==> src/rtl/div_sequencer_pkg.sv <==
// Shared CPU package: divider FSM encoding, iteration count and divide-by-zero constants.
package div_sequencer_pkg;

  // Divider sequencer states
  typedef enum logic [1:0] {
    IDLE = 2'd0,
    ZERO = 2'd1,
    ON   = 2'd2,
    DONE = 2'd3
  } divState_t;

  // Number of shift-subtract iterations for a full-width divide
  localparam int DIV_CYCLES = 32;

  // Divide-by-zero result: quotient is every bit set, remainder is the dividend
  localparam logic DIV_ZERO_QUOT_BIT = 1'b1;
  localparam logic [DIV_CYCLES-1:0] DIV_ZERO_QUOTIENT = {DIV_CYCLES{DIV_ZERO_QUOT_BIT}};

endpackage

==> src/rtl/div_step.sv <==
// One restoring shift-subtract iteration on unsigned magnitudes.
module div_step
  import div_sequencer_pkg::*;
#(
  parameter int WIDTH = DIV_CYCLES
) (
  input  logic [WIDTH-1:0] remIn,
  input  logic             dvdBit,
  input  logic [WIDTH-1:0] divisor,
  output logic [WIDTH-1:0] remOut,
  output logic             qBit
);

  logic [WIDTH:0] shifted;
  logic [WIDTH:0] diff;

  // Shift the next dividend bit in; keep the difference only if it did not borrow.
  // remIn < divisor always, so the restored value fits back into WIDTH bits.
  assign shifted = {remIn, dvdBit};
  assign diff    = shifted - {1'b0, divisor};
  assign qBit    = ~diff[WIDTH];
  assign remOut  = qBit ? diff[WIDTH-1:0] : shifted[WIDTH-1:0];

endmodule

==> src/rtl/div_sequencer.sv <==
// Multi-cycle DIV/DIVU sequencer: accepts a request from E, iterates one bit per
// cycle, applies the sign fix-up and presents {remainder, quotient} for one cycle.
module div_sequencer
  import div_sequencer_pkg::*;
#(
  parameter int WIDTH = DIV_CYCLES
) (
  input  logic               clk,
  input  logic               rst,
  input  logic               start,
  input  logic               signed_div,
  input  logic               annul,
  input  logic [WIDTH-1:0]   opa,
  input  logic [WIDTH-1:0]   opb,
  output logic               stall,
  output logic               ready,
  output logic [2*WIDTH-1:0] result
);

  localparam int CW = (WIDTH > 1) ? $clog2(WIDTH) : 1;

  divState_t          stateReg;
  logic [CW-1:0]      countReg;
  logic [WIDTH-1:0]   opaReg;
  logic [WIDTH-1:0]   opbReg;
  logic               signedReg;
  logic [WIDTH-1:0]   dvdReg;
  logic [WIDTH-1:0]   remReg;
  logic [2*WIDTH-1:0] resultReg;

  logic             accept;
  logic             negA;
  logic             negB;
  logic [WIDTH-1:0] opaMag;
  logic [WIDTH-1:0] divisorMag;
  logic [WIDTH-1:0] remNext;
  logic             qBit;
  logic [WIDTH-1:0] quotRaw;
  logic [WIDTH-1:0] quotFix;
  logic [WIDTH-1:0] remFix;

  assign accept = (stateReg == IDLE) & start & ~annul;

  // Magnitude of the incoming dividend, loaded straight into the shift register
  assign opaMag = (signed_div & opa[WIDTH-1]) ? -opa : opa;

  // Sign information of the latched operands drives divisor magnitude and fix-up
  assign negA       = signedReg & opaReg[WIDTH-1];
  assign negB       = signedReg & opbReg[WIDTH-1];
  assign divisorMag = negB ? -opbReg : opbReg;

  div_step #(.WIDTH(WIDTH)) uStep (
    .remIn   (remReg),
    .dvdBit  (dvdReg[WIDTH-1]),
    .divisor (divisorMag),
    .remOut  (remNext),
    .qBit    (qBit)
  );

  // Quotient bits shift in behind the consumed dividend bits
  assign quotRaw = {dvdReg[WIDTH-2:0], qBit};
  assign quotFix = (negA ^ negB) ? -quotRaw : quotRaw;
  assign remFix  = negA ? -remNext : remNext;

  // Pipeline hold and result strobe; an annul drops both immediately, and stall is
  // forced low while reset is asserted even if start is already up.
  assign stall  = rst & ~annul & (accept | (stateReg == ZERO) | (stateReg == ON));
  assign ready  = ~annul & (stateReg == DONE);
  assign result = resultReg;

  // FSM, iteration counter, operand latches and result register
  always_ff @(posedge clk or negedge rst) begin
    if (!rst) begin
      stateReg  <= IDLE;
      countReg  <= '0;
      opaReg    <= '0;
      opbReg    <= '0;
      signedReg <= 1'b0;
      dvdReg    <= '0;
      remReg    <= '0;
      resultReg <= '0;
    end else if (annul) begin
      stateReg <= IDLE;
      countReg <= '0;
    end else begin
      case (stateReg)
        IDLE: begin
          if (start) begin
            opaReg    <= opa;
            opbReg    <= opb;
            signedReg <= signed_div;
            dvdReg    <= opaMag;
            remReg    <= '0;
            countReg  <= '0;
            stateReg  <= (opb == '0) ? ZERO : ON;
          end
        end
        ZERO: begin
          resultReg <= {opaReg, {WIDTH{DIV_ZERO_QUOT_BIT}}};
          stateReg  <= DONE;
        end
        ON: begin
          remReg   <= remNext;
          dvdReg   <= quotRaw;
          countReg <= countReg + CW'(1);
          if (countReg == CW'(WIDTH - 1)) begin
            resultReg <= {remFix, quotFix};
            stateReg  <= DONE;
          end
        end
        DONE: stateReg <= IDLE;
        default: stateReg <= IDLE;
      endcase
    end
  end

endmodule

==> config.mk <==
export PLATFORM = sky130hd
export DESIGN_NAME = div_sequencer
export DESIGN_NICKNAME = d
export VERILOG_FILES = /design/src/rtl/div_sequencer_pkg.sv /design/src/rtl/div_step.sv /design/src/rtl/div_sequencer.sv
export SDC_FILE = /design/constraint.sdc
export NUM_CORES = 1
export LEC_CHECK = 0
export BUFFER_PORTS_ARGS = -buffer_cell sky130_fd_sc_hd__buf_4
export CAP_MARGIN = 40
export CORE_MARGIN = 3
export CORE_UTILIZATION = 35
export CTS_BUF_LIST = sky130_fd_sc_hd__clkbuf_4
export DETAILED_ROUTE_END_ITERATION = 6
export RECOVER_POWER = 100
export SETUP_SLACK_MARGIN = 0.05
export SLEW_MARGIN = 5
export SYNTH_ARGS = -nofsm -noshare
export SYNTH_HDL_FRONTEND = slang
export SYNTH_SLANG_ARGS = --single-unit
==> constraint.sdc <==
create_clock -name clk -period 10.11 [get_ports clk]
set_clock_uncertainty 0.05 [all_clocks]
set_input_delay 1.5165 -clock clk [delete_from_list [all_inputs] [get_ports clk]]
set_output_delay 1.5165 -clock clk [all_outputs]
set_load 0.01 [all_outputs]
After elaboration in Yosys (flattened, before gate mapping) --
Cells that the tools add are included.
Word-level totals: register bits 200, bits in latches 0, RAM bits 0, ROM bits 0, bits of input ports 69, output and inout bits 66, logic and storage cells 64, memories kept 0
Operators by class: add/subtract/negate cells 6, multipliers 0, divide/modulo/power cells 0, $lt $le $gt $ge 0, equality and inequality tests 8, shifts and indexed selects 0, muxes and demuxes 19, bitwise gates (word level) 13, reductions and logical operators 10
Operator list (count):
- 32-bit two-way mux | 7
- 32-bit negation | 4
- 32-bit case mux with 2 select lines | 2
- 64-bit case mux with 2 select lines | 1
- 64-bit two-way mux | 1
- 33-bit by 32-bit subtractor with 33-bit output | 1
- 32-bit zero test | 1
- 5-bit two-way mux | 2
- 5-bit case mux with 2 select lines | 1
- 3-bit AND reduction | 3
- 1-bit AND | 8
- 2-bit two-way mux | 4
- 2-bit case mux with 4 select lines | 1
- 5-bit by 1-bit adder with 5-bit output, second input constant | 1
- 5-bit == test, second input constant | 1
- 2-bit == test, second input constant | 2
- 2-bit AND reduction | 2
- 2-bit nonzero test | 2
- 3-bit by 2-bit != test with 1-bit output, second input constant | 1
- 3-bit != test, second input constant | 1
- 3-bit nonzero test | 1
- 2-bit by 1-bit == test with 1-bit output, second input constant | 1
- 2-bit zero test | 1
- 2-bit by 1-bit != test with 1-bit output, second input constant | 1
- 4 further kinds | 6

Longest topological paths before layout --
depth in word-level cells 8, mapped depth 34, depth with buffers taken out 29

Hierarchy --
A second synthesis with hierarchy kept.
Second synthesis, totals: cells, all modules 1483, area total of the unflattened synthesis 13472.9 um^2
Modules (own cells, without submodules):
- div_sequencer | times used 1, cells an instance 1178, area an instance 11114.4 um^2, sequential area each 5004.8 um^2
- div_step | times used 1, cells an instance 305, area an instance 2358.5 um^2, sequential area each 0.0 um^2

Worst setup path after synthesis --
No wires, ideal clock.
path kind flip-flop to flip-flop, from register opbReg[7], to register resultReg[62], in the netlist result[62], library setup time 0.134 ns, data arrival time 6.953 ns, required time 9.926 ns, slack 2.972 ns, stages on the path, launching flop included 29, buffers on the path 3, period minus slack after synthesis 7.138 ns, path through dfrtp_1 -> or4_1 -> nor4b_1 -> nand2_1 -> o41ai_1 -> nand2_1 -> xnor2_1 -> ha_1 -> a21o_1 -> o21bai_4 -> a211o_1 -> a21oi_2 -> o31ai_2 -> nor3_2 -> nor2_2 -> inv_1 -> clkbuf_1 -> clkbuf_1 -> nor2_1 -> a21oi_1 -> ha_1 -> clkbuf_1 -> nand3_1 -> a21o_1 -> a22oi_1 -> nand4_1 -> o31ai_1 -> xnor2_1 -> o21ai_0
On the way: cells in the longest elaborated chain, start to end 8
Ends and longest elaborated chain:
- from (decl) | line div_sequencer.sv:25 | logic [WIDTH-1:0] opbReg;
- from (signal assigned) | line div_sequencer.sv:90 | opbReg <= opb;
- 32-bit negation | line div_sequencer.sv:50 | assign divisorMag = negB ? -opbReg : opbReg;
- 32-bit two-way mux * | line div_sequencer.sv:50
- 33-bit by 32-bit subtractor with 33-bit output * | line div_step.sv:20 | assign diff = shifted - {1'b0, divisor};
- 32-bit two-way mux * | line div_step.sv:22 | assign remOut = qBit ? diff[WIDTH-1:0] : shifted[WIDTH-1:0];
- 32-bit negation | line div_sequencer.sv:63 | assign remFix = negA ? -remNext : remNext;
- 32-bit two-way mux * | line div_sequencer.sv:63
- 64-bit two-way mux * | line div_sequencer.sv:106 | if (countReg == CW'(WIDTH - 1)) begin
- 64-bit case mux with 2 select lines * | line div_sequencer.sv:86 | case (stateReg)
- to (signal assigned) | line div_sequencer.sv:99 | resultReg <= {opaReg, {WIDTH{DIV_ZERO_QUOT_BIT}}};
- to (signal assigned) | line div_sequencer.sv:107 | resultReg <= {remFix, quotFix};
- to (decl) | line div_sequencer.sv:29 | logic [2*WIDTH-1:0] resultReg;
Every way passes the cells marked *; elsewhere a longest branch is shown, timed or not. The select of a mux whose other input is x is not followed. A chain may end at the register's enable or synchronous reset.

Worst setup path after layout --
from input annul, to register remReg[31]
On the way: cells in the longest elaborated chain, start to end 2
Ends and longest elaborated chain:
- from (decl) | line div_sequencer.sv:12 | input logic annul,
- 1-bit inverter (no line)
- 3-bit AND reduction (no line)
- to (signal assigned) | line div_sequencer.sv:103 | remReg <= remNext;
- to (decl) | line div_sequencer.sv:28 | logic [WIDTH-1:0] remReg;
No other way between the ends.

==> results.toml <==
[synthesis]
synth_area_um2 = 13500
ys_seq_area_share_pct = 37.2
ys_types = 91
postSynthAreaPerCell_um2 = 8.79
async_reset_ff_share_pct = 100
ys.flop_type = "dfrtp_1"
synth_seq_cells = 200
synth-warning-count = 0
synth_fp_nets = 1643
netlist_instances = 1531
synth-edff-count = 0

[floorplan]
io_pins = 135
die-area_um2 = 40800
start_util_pct = 35.6
core_um2 = 37800
die_h_um = 202
fp.dieW_um = 202
fp-row-count = 71

[clocking]
numCtsBuffers = 17
holdBufCountCts = 0
clk_path_buf_depth = 2
clock_latency_ns = 0.63
path_clk_slew_ns = 0.18
post_cts_buffers = 0
h-tree-depth = 4
cts_tree = "yes"
cts_root_buffer = "clkbuf_4"
clkSinkCount = 200
cts_resized = 0

[place]
pre_cts_ws_ns = 2.79
dp_hpwl_mm = 30.1
placed_cells = 2105
gp_congestion = 0.883
io_buffers = 134

[grt]
grt_pass1_wl_mm = 63.3
grt_pass1_vias = 11200
grtUsageTotal_pct = 19.2
antenna_found_initial = 1
grt_overflow = 0
grt_max_degree = 85

[status]
outcome = "complete, but fails checks"
violations = "capacitance limit, slew limit"

[critical_path]
startpoint_type = "primary input"
cp-end-kind = "flip-flop"
required_ns = 10.59
cp.arrival_ns = 8.71
cp_max_fo = 51
critPathKind = "in -> reg"

[timing]
min_period_ns = 8.23
worst_pin_slew_ns = 4.67
relSlewSlack_pct = -211
tns_ns = 0
setup_viol = 0
drv_slew = 472
rsz0062_at_grt = "false"
min_period_over_period_pct = 81.4
fmax_mhz = 121
worst_slack_ns = 1.88
hold_viol_final = 0

[min_path]
min_path_type = "reg -> reg"

[route]
dr.pass1.iters = 5
vias = 11800
routedWlPerCell_um = 18.4
drc = 0
final_antenna_net_count = 0
drt-total-wl_mm = 39.4
initialDrtViolationCount = 851
via_per_inst = 5.52

[power_and_ir_drop]
p_leak_nw = 5.96
pwr_density_cell_nw_per_um2 = 298
ir_drop_uv = 141
totalPowerFinal_mw = 4.44

[final_layout]
syn2layout_area_growth_pct = 10.5
fill_cells = 3884
fin_nets = 1726
final_util_pct = 39.4
drive_gt1_share_pct = 12.2
fin_cells = 2138

[run]
cap_violations = 9
routing by layer:
metal	share of wire (%)	vias to the layer above	wire [um]	track usage [%]
met5	0	-	0	0
met1	48	5668	18800	28.3
li1	-	5753	-	-
met3	5.5	32	2160	2.74
met2	46	357	17900	30.2
met4	1.4	0	542	4.14
stage by stage:
step	hold slack, ns	instance area (um2)
2_1_floorplan	0.392	13500
3_3_place_gp	0.415	14900
3_5_place_dp	0.419	14900
4_1_cts	0.456	15200
5_1_grt	0.487	14900
6_report	0.452	14900
cell usage in the layout (no fill, tap or decap), types with 17 or more instances in the layout:
cell,Yosys,routed
dfrtp_1,200,200
nand2_1,180,180
o21ai_0,173,174
a21oi_1,133,134
nor2_1,105,104
xnor2_1,80,80
clkbuf_1,71,78
buf_4,0,70
mux2_2,65,65
xor2_1,46,46
ha_1,42,42
mux2i_1,36,36
o22a_1,32,32
nor3_1,27,27
inv_1,24,24
nor4_1,23,24
o31ai_1,16,18
clkbuf_4,0,18
a31oi_1,17,17
synthesized netlist by cell type (27+ instances only):
cell type / number / area (um2)
nand2_1: 180 / 676
a21oi_1: 133 / 666
nor2_1: 105 / 394
mux2_2: 65 / 732
o22a_1: 32 / 280
clkbuf_1: 71 / 267
nor3_1: 27 / 135
xor2_1: 46 / 403
ha_1: 42 / 526
mux2i_1: 36 / 360
dfrtp_1: 200 / 5000
xnor2_1: 80 / 701
o21ai_0: 173 / 866
kinds of logic (layout without fill, tap and decap cells):
| group | count (synthesis) | count (layout) | synth area share [%] |
|---|---|---|---|
| fa+ha+maj | 43 | 43 | 4.05 |
| simple gates | 466 | 466 | 16.7 |
| xor+xnor | 126 | 126 | 8.20 |
| compound gates | 485 | 485 | 22.5 |
| flops | 200 | 200 | 37.2 |
| mux | 101 | 101 | 8.12 |
| buf+inv | 110 | 205 | 3.27 |
| other cells | 0 | 1 | 0 |
registers in the layout, indices dropped and copies added (netlist names):
| name | flops |
|---|---|
| countReg | 5 |
| dvdReg | 32 |
| opaReg | 32 |
| opbReg | 32 |
| remReg | 32 |
| result | 64 |
| signedReg | 1 |
| stateReg | 2 |
where the power goes:
part	internal, mW	switching (mW)
clock network	0.136	0.313
registers	1.12	0.302
logic	1.04	1.53
layout make-up:
class	count	area (um2)	share of cell area, %
Antenna cell	1	2.50	0.0168
Clock buffer	18	135	0.909
Clock inverter	13	159	1.07
Inverter	24	90.1	0.606
Multi-Input combinational cell	1221	7990	53.8
Sequential cell	200	5000	33.7
Tap cell	511	639	4.30
Timing Repair Buffer	150	843	5.67
worst max-delay path: stages:
cell,delay [ns]
clkbuf_1,0.31
nand3b_1,0.18
clkbuf_1,1.42
clkbuf_1,1.56
o21a_2,0.31
clkbuf_1,1.22
clkbuf_1,1.71
nor2_1,0.16
a22o_1,0.28
path summary, 6_finish.rpt:
kind	startpoint	endpoint	slack (ns)	depth (start not counted)
max reg2reg	opbReg[7]$_DFFE_PN0P_	result[57]$_DFFE_PN0P_	2.09	21
min reg2reg	result[41]$_DFFE_PN0P_	result[41]$_DFFE_PN0P_	0.45	2
min in group asynchronous	rst	opbReg[28]$_DFFE_PN0P_	2.51	1
max in group asynchronous	rst	remReg[22]$_DFFE_PN0P_	2.55	2
max	annul	remReg[31]$_DFFE_PN0P_	1.88	9
min	result[41]$_DFFE_PN0P_	result[41]$_DFFE_PN0P_	0.45	2
(Power assumes the default switching activity.)
